### src/rtl/ks_pkg.sv
// Shared constants and FSM encoding for the byte-serial Kogge-Stone adder.
package ks_pkg;

  localparam int unsigned KS_BYTE_W     = 8;
  localparam int unsigned KS_MAX_NBYTES = 16;

  typedef enum logic [1:0] {
    IDLE = 2'd0,
    RUN  = 2'd1,
    DONE = 2'd2
  } ks_ser_state_t;

endpackage

### src/rtl/kogge_stone.sv
// 8-bit Kogge-Stone prefix adder: s = a + b + cin (9 bits), c[i] = carry out of bit i.
module kogge_stone (
  input  logic [7:0] a,
  input  logic [7:0] b,
  input  logic       cin,
  output logic [8:0] s,
  output logic [7:0] c
);

  logic [7:0] g0, p0, g1, p1, g2, p2, g3;

  always_comb begin
    p0 = a ^ b;
    g0 = a & b;
    // Folding cin into bit 0's generate makes every prefix carry include it.
    g0[0] = (a[0] & b[0]) | (p0[0] & cin);

    g1 = g0;
    p1 = p0;
    for (int unsigned i = 1; i < 8; i++) begin
      g1[i] = g0[i] | (p0[i] & g0[i-1]);
      p1[i] = p0[i] & p0[i-1];
    end

    g2 = g1;
    p2 = p1;
    for (int unsigned i = 2; i < 8; i++) begin
      g2[i] = g1[i] | (p1[i] & g1[i-2]);
      p2[i] = p1[i] & p1[i-2];
    end

    g3 = g2;
    for (int unsigned i = 4; i < 8; i++) begin
      g3[i] = g2[i] | (p2[i] & g2[i-4]);
    end

    c    = g3;
    s[0] = p0[0] ^ cin;
    for (int unsigned i = 1; i < 8; i++) begin
      s[i] = p0[i] ^ g3[i-1];
    end
    s[8] = g3[7];
  end

endmodule

### src/rtl/ks_serial_adder.sv
// Wide adder built by streaming operands byte-serially (LSB first) through one
// 8-bit Kogge-Stone stage, with the inter-byte carry held in a flop.
module ks_serial_adder
  import ks_pkg::*;
#(
  parameter int unsigned NBYTES = 4
) (
  input  logic                       clk,
  input  logic                       rst_n,
  input  logic                       in_valid,
  output logic                       in_ready,
  input  logic [KS_BYTE_W*NBYTES-1:0] a,
  input  logic [KS_BYTE_W*NBYTES-1:0] b,
  input  logic                       cin,
  output logic                       out_valid,
  input  logic                       out_ready,
  output logic [KS_BYTE_W*NBYTES-1:0] sum,
  output logic                       cout,
  output logic                       busy
);

  localparam int unsigned W     = KS_BYTE_W * NBYTES;
  localparam int unsigned CNT_W = (NBYTES > 1) ? $clog2(NBYTES) : 1;

  ks_ser_state_t state, state_next;

  logic [W-1:0]     a_sh, b_sh, sum_sh, sum_next;
  logic             carry;
  logic [CNT_W-1:0] cnt;
  logic             last_byte;
  logic [8:0]       byte_s;
  logic [7:0]       c_unused;

  kogge_stone u_ks (
    .a   (a_sh[7:0]),
    .b   (b_sh[7:0]),
    .cin (carry),
    .s   (byte_s),
    .c   (c_unused)
  );

  assign last_byte = (cnt == CNT_W'(NBYTES - 1));

  generate
    if (NBYTES == 1) begin : g_single
      assign sum_next = byte_s[7:0];
    end else begin : g_multi
      assign sum_next = {byte_s[7:0], sum_sh[W-1:8]};
    end
  endgenerate

  always_ff @(posedge clk or negedge rst_n) begin
    if (!rst_n) state <= IDLE;
    else        state <= state_next;
  end

  always_comb begin
    state_next = state;
    unique case (state)
      IDLE:    if (in_valid)  state_next = RUN;
      RUN:     if (last_byte) state_next = DONE;
      DONE:    if (out_ready) state_next = IDLE;
      default: state_next = IDLE;
    endcase
  end

  always_ff @(posedge clk or negedge rst_n) begin
    if (!rst_n) begin
      a_sh   <= '0;
      b_sh   <= '0;
      sum_sh <= '0;
      carry  <= 1'b0;
      cnt    <= '0;
    end else begin
      unique case (state)
        IDLE: if (in_valid) begin
          a_sh   <= a;
          b_sh   <= b;
          carry  <= cin;
          sum_sh <= '0;
          cnt    <= '0;
        end
        RUN: begin
          a_sh   <= a_sh >> KS_BYTE_W;
          b_sh   <= b_sh >> KS_BYTE_W;
          sum_sh <= sum_next;
          carry  <= byte_s[8];
          cnt    <= cnt + 1'b1;
        end
        default: ;
      endcase
    end
  end

  always_comb begin
    in_ready  = (state == IDLE);
    out_valid = (state == DONE);
    busy      = (state != IDLE);
    sum       = sum_sh;
    cout      = carry;
  end

endmodule

### config.mk
export PLATFORM = sky130hd
export DESIGN_NAME = ks_serial_adder
export DESIGN_NICKNAME = d
export VERILOG_FILES = /design/src/rtl/ks_pkg.sv /design/src/rtl/kogge_stone.sv /design/src/rtl/ks_serial_adder.sv
export SDC_FILE = /design/constraint.sdc
export NUM_CORES = 1
export LEC_CHECK = 0
export CORE_AREA = 2 2 150 138
export DETAILED_ROUTE_END_ITERATION = 10
export DIE_AREA = 0 0 152 140
export MAX_ROUTING_LAYER = met4
export PLACE_DENSITY_LB_ADDON = 0.05
export SETUP_SLACK_MARGIN = 0.4
export SYNTH_ARGS = -nofsm -noshare
export SYNTH_HDL_FRONTEND = slang
export SYNTH_HIERARCHICAL = 1
export SYNTH_SLANG_ARGS = --single-unit
### constraint.sdc
create_clock -name clk -period 2.7 [get_ports clk]
set_clock_uncertainty 0.15 [all_clocks]
set_input_delay 0.27 -clock clk [delete_from_list [all_inputs] [get_ports clk]]
set_output_delay 0.27 -clock clk [all_outputs]
set_load 0.01 [all_outputs]
==> impl_metrics.toml, run 1 <==
[grt]
grt_pass1_wl_um = 23000
grt_max_degree = 51
gr-usage-all-layers = 0.141
antenna_found_initial = 0
grt_remaining_overflow = 0
grt_util_met2 = 0.208
use_met3 = 0.0322
top_usage_layer = "met2"
use_met1 = 0.200
grt_pass1_vias = 4002

[synthesis]
syn_inst = 461
synth.avg_cell_area_um2 = 10.5
ys_warn_count = 6
syn_area_um2 = 4840
synth_nets = 540

[die]
die_x_um = 152
start_util = 0.246
dieArea_um2 = 21300
die_h_um = 140
core_region_area_um2 = 19700
rows = 49
io_pins = 105

[status]
outcome = "finished clean"

[clock_tree]
cts.sinks = 101
clk_latency_ns = 0.35
clk_path_buf_depth = 2
cts-htree-levels = 3
root_buffer = "clkbuf_16"
cts_buffers = 9
clkTransAtPathRegs_ns = 0.07
cts_tree = "done"

[finish]
design_area_um2 = 6430
multiInputGateArea_um2 = 2050
layout_commonest_cell = "clkdlybuf4s50_1"
register_area_um2 = 2530
final_cell_count_no_fill = 811
nNetsFinal = 630
diodes = 0
fillers = 1996
area_growth_pct = 33.0
drive_gt1_frac = 0.0971
final_cell_mix = "clkdlybuf4s50_1, dfrtp_1, nand3_1"

[drt]
drt_pass1_iterations = 4
drc_errors = 0
totalWireLength_um = 14500
via_count = 3935
wl_per_cell_um = 17.8
drt_iter0_drc = 245
vias_per_cell = 4.85
antenna_left = 0

[sta]
final-hold-violation-count = 0
fin_tns_setup_ns = 0
max_freq_mhz = 445
hold_slack_ns = 0.308
final-setup-viol-count = 0
worst_pin_slew_ns = 0.866
drv_slew = 0
layout_min_cycle_time_ns = 2.25
rsz0062_at_grt = "yes"
fin_crit_sh = 0.833
slew_headroom = 0.421

[setup_path]
critical_path_class = "flip-flop to output port"
cp_max_fo = 23
critPathArrivalTime_ns = 1.83
timing.critical_path.required_ns = 2.28
start_kind = "flip-flop"
end_kind = "output port"

[placed_design]
place_congestion = 0.715
placed_area_um2 = 6060
io_buffers = 104
dp_cells = 791
dp_hpwl_um = 9810

[pwr]
vdd_drop_max_mv = 0.358
p_total_uw = 7860
p_leak_uw = 0.00272
p_per_area_nw_per_um2 = 1220

[hold_path]
hp-class = "input port to flip-flop"

[job]
maxCapViolations = 0
==> final cells by class <==
type / instances / area share
tap: 255 / 0.0496
clock inverter: 4 / 0.0109
inverter: 4 / 0.00233
clock buffer: 12 / 0.0399
sequential: 101 / 0.393
multi-input combinational: 313 / 0.319
timing repair buffer: 122 / 0.185
==> power by group <==
part	internal (uW)	switching, uW
sequential	2150	564
clock	861	570
combinational	1760	1960
total	4770	3090
==> flip-flops by register name, indices dropped and copies added (netlist names) <==
name	count
state	2
a_sh	32
sum	32
b_sh	32
cnt	2
cout	1
==> worst max-delay path, cell delays in order, from the launching register on <==
cell             delay (ns)
dfrtp_1                0.39
buf_6                  0.17
or2_2                  0.33
inv_1                  0.06
clkdlybuf4s50_1        0.53
==> stage by stage <==
stage / worst slack (ns) / util
6_report: 0.452 / 0.327
5_1_grt: 0.362 / 0.327
4_1_cts: 0.388 / 0.326
3_5_place_dp: 0.332 / 0.308
3_3_place_gp: 0.347 / 0.308
2_1_floorplan: 0.430 / -
==> routing by layer <==
| layer | routed length, um | vias up |
|---|---|---|
| li1 | - | 1891 |
| met1 | 7340 | 1967 |
| met2 | 6710 | 75 |
| met3 | 357 | 2 |
| met4 | 61 | 0 |
| met5 | 0 | - |
==> final timing paths <==
kind / start / endpoint / slack, ns / cells past startpoint
hold reg to reg: cnt[0]$_DFFE_PN0P_ / cnt[0]$_DFFE_PN0P_ / 0.34 / 1
setup / recovery: state[0]$_DFFE_PN0P_ / in_ready / 0.45 / 4
setup reg to reg: a_sh[0]$_DFFE_PN0P_ / sum[30]$_DFFE_PN0P_ / 0.47 / 6
max in group asynchronous: rst_n / b_sh[28]$_DFFE_PN0P_ / 1.40 / 3
min in group asynchronous: rst_n / a_sh[13]$_DFFE_PN0P_ / 0.34 / 2
hold / removal: a[30] / a_sh[30]$_DFFE_PN0P_ / 0.31 / 3
==> what timing repair did <==
action,CTS,global route
gates resized for setup,3,1
pin swaps,0,1
hold buffers,1,0
buffers inserted,2,1
hold endpoints to repair,46,0
endpoints found under the setup margin,24,26
No activity file was read; power rests on OpenSTA's default activity.
==> inputs of run 2 (changes only) <==
==> constraint.sdc (replaced) <==
create_clock -name clk -period 2.13 [get_ports clk]
set_clock_uncertainty 0.15 [all_clocks]
set_input_delay 0.213 -clock clk [delete_from_list [all_inputs] [get_ports clk]]
set_output_delay 0.213 -clock clk [all_outputs]
set_load 0.01 [all_outputs]
==> run 2 against run 1 <==
  * The flow now finishes with violations (setup timing)
  * Die area did not move
  * Highest routed layer unchanged
  * Cell count rose by 3.1%
  * Routed wire length rose by 3.5%
  * Count of clock-buffer cells in the layout is the same
  * Sequential share of layout area is 1.8 points lower
  * Combinational power rose by 44%
  * Clock power up 17%
  * Global-route usage is 0.52 points higher
  * Non-clock buffer count rose by 23
  * Core utilization grew 1.6 points
==> impl_metrics.toml, run 2 (synthesis results as in run 1) <==
[status]
outcome = "finished with violations"
violations = "setup timing"

[clock_tree]
cts-htree-levels = 3
cts_buffers = 9
root_buffer = "clkbuf_16"
clkTransAtPathRegs_ns = 0.07
clk_path_buf_depth = 2
clk_latency_ns = 0.35
cts.sinks = 101
cts_tree = "done"

[finish]
register_area_um2 = 2530
final_cell_mix = "dfrtp_1, clkdlybuf4s50_1, nand3_1"
fillers = 1976
design_area_um2 = 6750
layout_commonest_cell = "dfrtp_1"
multiInputGateArea_um2 = 2150
diodes = 0
nNetsFinal = 655
area_growth_pct = 39.6
final_cell_count_no_fill = 836
drive_gt1_frac = 0.153

[setup_path]
rr_worst_depth = 6
reg2reg_from = "b_sh[0]$_DFFE_PN0P_"
end_kind = "flip-flop"
critPathLaunch = "b_sh[0]$_DFFE_PN0P_"
timing.critical_path.required_ns = 2.22
regToRegSetupSlack_ns = -0.07
start_kind = "flip-flop"
cp_max_fo = 3
critPathArrivalTime_ns = 2.29
r2r-end = "sum[30]$_DFFE_PN0P_"
critical_path_class = "flip-flop to flip-flop"

[pwr]
p_per_area_nw_per_um2 = 1560
pwr-share-clk = 0.159
internal-power_uw = 6360
p_seq_frac = 0.329
comb_power_share = 0.511
power_switching_uw = 4140
p_leak_uw = 0.00286
vdd_drop_max_mv = 0.438
p_total_uw = 10500
switching_share = 0.394

[sta]
max_freq_mhz = 454
fin_crit_sh = 1.03
drv_slew = 0
layout_min_cycle_time_ns = 2.20
fin_ws_ns = -0.0732
hold_slack_ns = 0.132
final-hold-violation-count = 0
slew_headroom = 0.578
final-setup-viol-count = 3
worst_pin_slew_ns = 0.632
fin_tns_setup_ns = -0.132
rsz0062_at_grt = "yes"

[grt]
antenna_found_initial = 0
grt_pass1_vias = 4180
grt_max_degree = 46
grt_pass1_wl_um = 24000
gr-usage-all-layers = 0.147
grt_remaining_overflow = 0

[drt]
via_count = 4110
drt_iter0_drc = 236
drc_errors = 0
antenna_left = 0
totalWireLength_um = 15000
drt_pass1_iterations = 4
wl_per_cell_um = 17.9
vias_per_cell = 4.92

[die]
die_h_um = 140
start_util = 0.246
dieArea_um2 = 21300
die_x_um = 152
core_region_area_um2 = 19700
io_pins = 105
rows = 49

[placed_design]
dp_cells = 804
place_congestion = 0.759
io_buffers = 104
placed_area_um2 = 6210
dp_hpwl_um = 10200

[job]
maxCapViolations = 0

[hold_path]
hp-class = "input port to asynchronous set/reset pin"
run 2: cell count changes in the layout (fill, tap and decap cells not counted), sizes merged:
cell,delta
dlymetal6s2s,+1
nor2,+2
clkdlybuf4s15,+1
clkinvlp,+1
clkdlybuf4s50,-5
clkbuf,+1
buf,+24
dlygate4sd2,+1
bufinv,-1
run 2: routing by layer:
layer / track usage / wire, um / vias to the layer above
li1: - / - / 1949
met1: 0.206 / 7410 / 2055
met2: 0.212 / 6860 / 91
met3: 0.0334 / 473 / 15
met4: 0.0408 / 225 / 0
met5: - / 0 / -
run 2: through the flow:
stage,worst slack [ns],utilization
after floorplan,-0.0143,-
after global placement,-0.0370,0.315
after detailed placement,-0.0708,0.315
after CTS,-0.0622,0.334
after global routing,-0.169,0.343
final,-0.0732,0.343
run 2: final cells by class:
cell class / count / share of cell area
repair buffers: 145 / 0.214
multi-input cells: 315 / 0.319
clock buffers: 12 / 0.0365
flip-flops and latches: 101 / 0.375
clock inverters: 4 / 0.00704
inverters: 4 / 0.00222
well taps: 255 / 0.0473
run 2: worst max path at each step:
stage,end,slack (ns),cells past startpoint
after floorplan,sum[30]$_DFFE_PN0P_,-0.01,6
after global placement,a_sh[20]$_DFFE_PN0P_,-0.04,4
after detailed placement,a_sh[19]$_DFFE_PN0P_,-0.07,4
after CTS,sum[30]$_DFFE_PN0P_,-0.06,6
after global routing,sum[30]$_DFFE_PN0P_,-0.17,6
final,sum[30]$_DFFE_PN0P_,-0.07,6
run 2: power by group through the flow:
stage                     combinational, uW  sequential, uW  clock (uW)
after floorplan                        3210            3360           0
after global placement                 4890            3500           0
after detailed placement               4940            3520           0
after CTS                              5170            3470        1740
after global routing                   5970            3590        1830
final                                  5370            3460        1680
run 2: critical path, stage by stage (launching register included):
cell,delay (ns)
dfrtp_1,0.40
fa_2,0.40
fa_2,0.36
a21o_1,0.20
a221oi_2,0.27
xnor2_1,0.10
a22o_1,0.21
run 2: what timing repair did:
action                                 CTS  global route
pin swaps                                6            12
cloned                                   1             1
endpoints found under the hold margin   78             0
setup endpoints to repair              102            77
hold buffers                             1             0
resized for setup                       17            22
setup buffers                            4             9
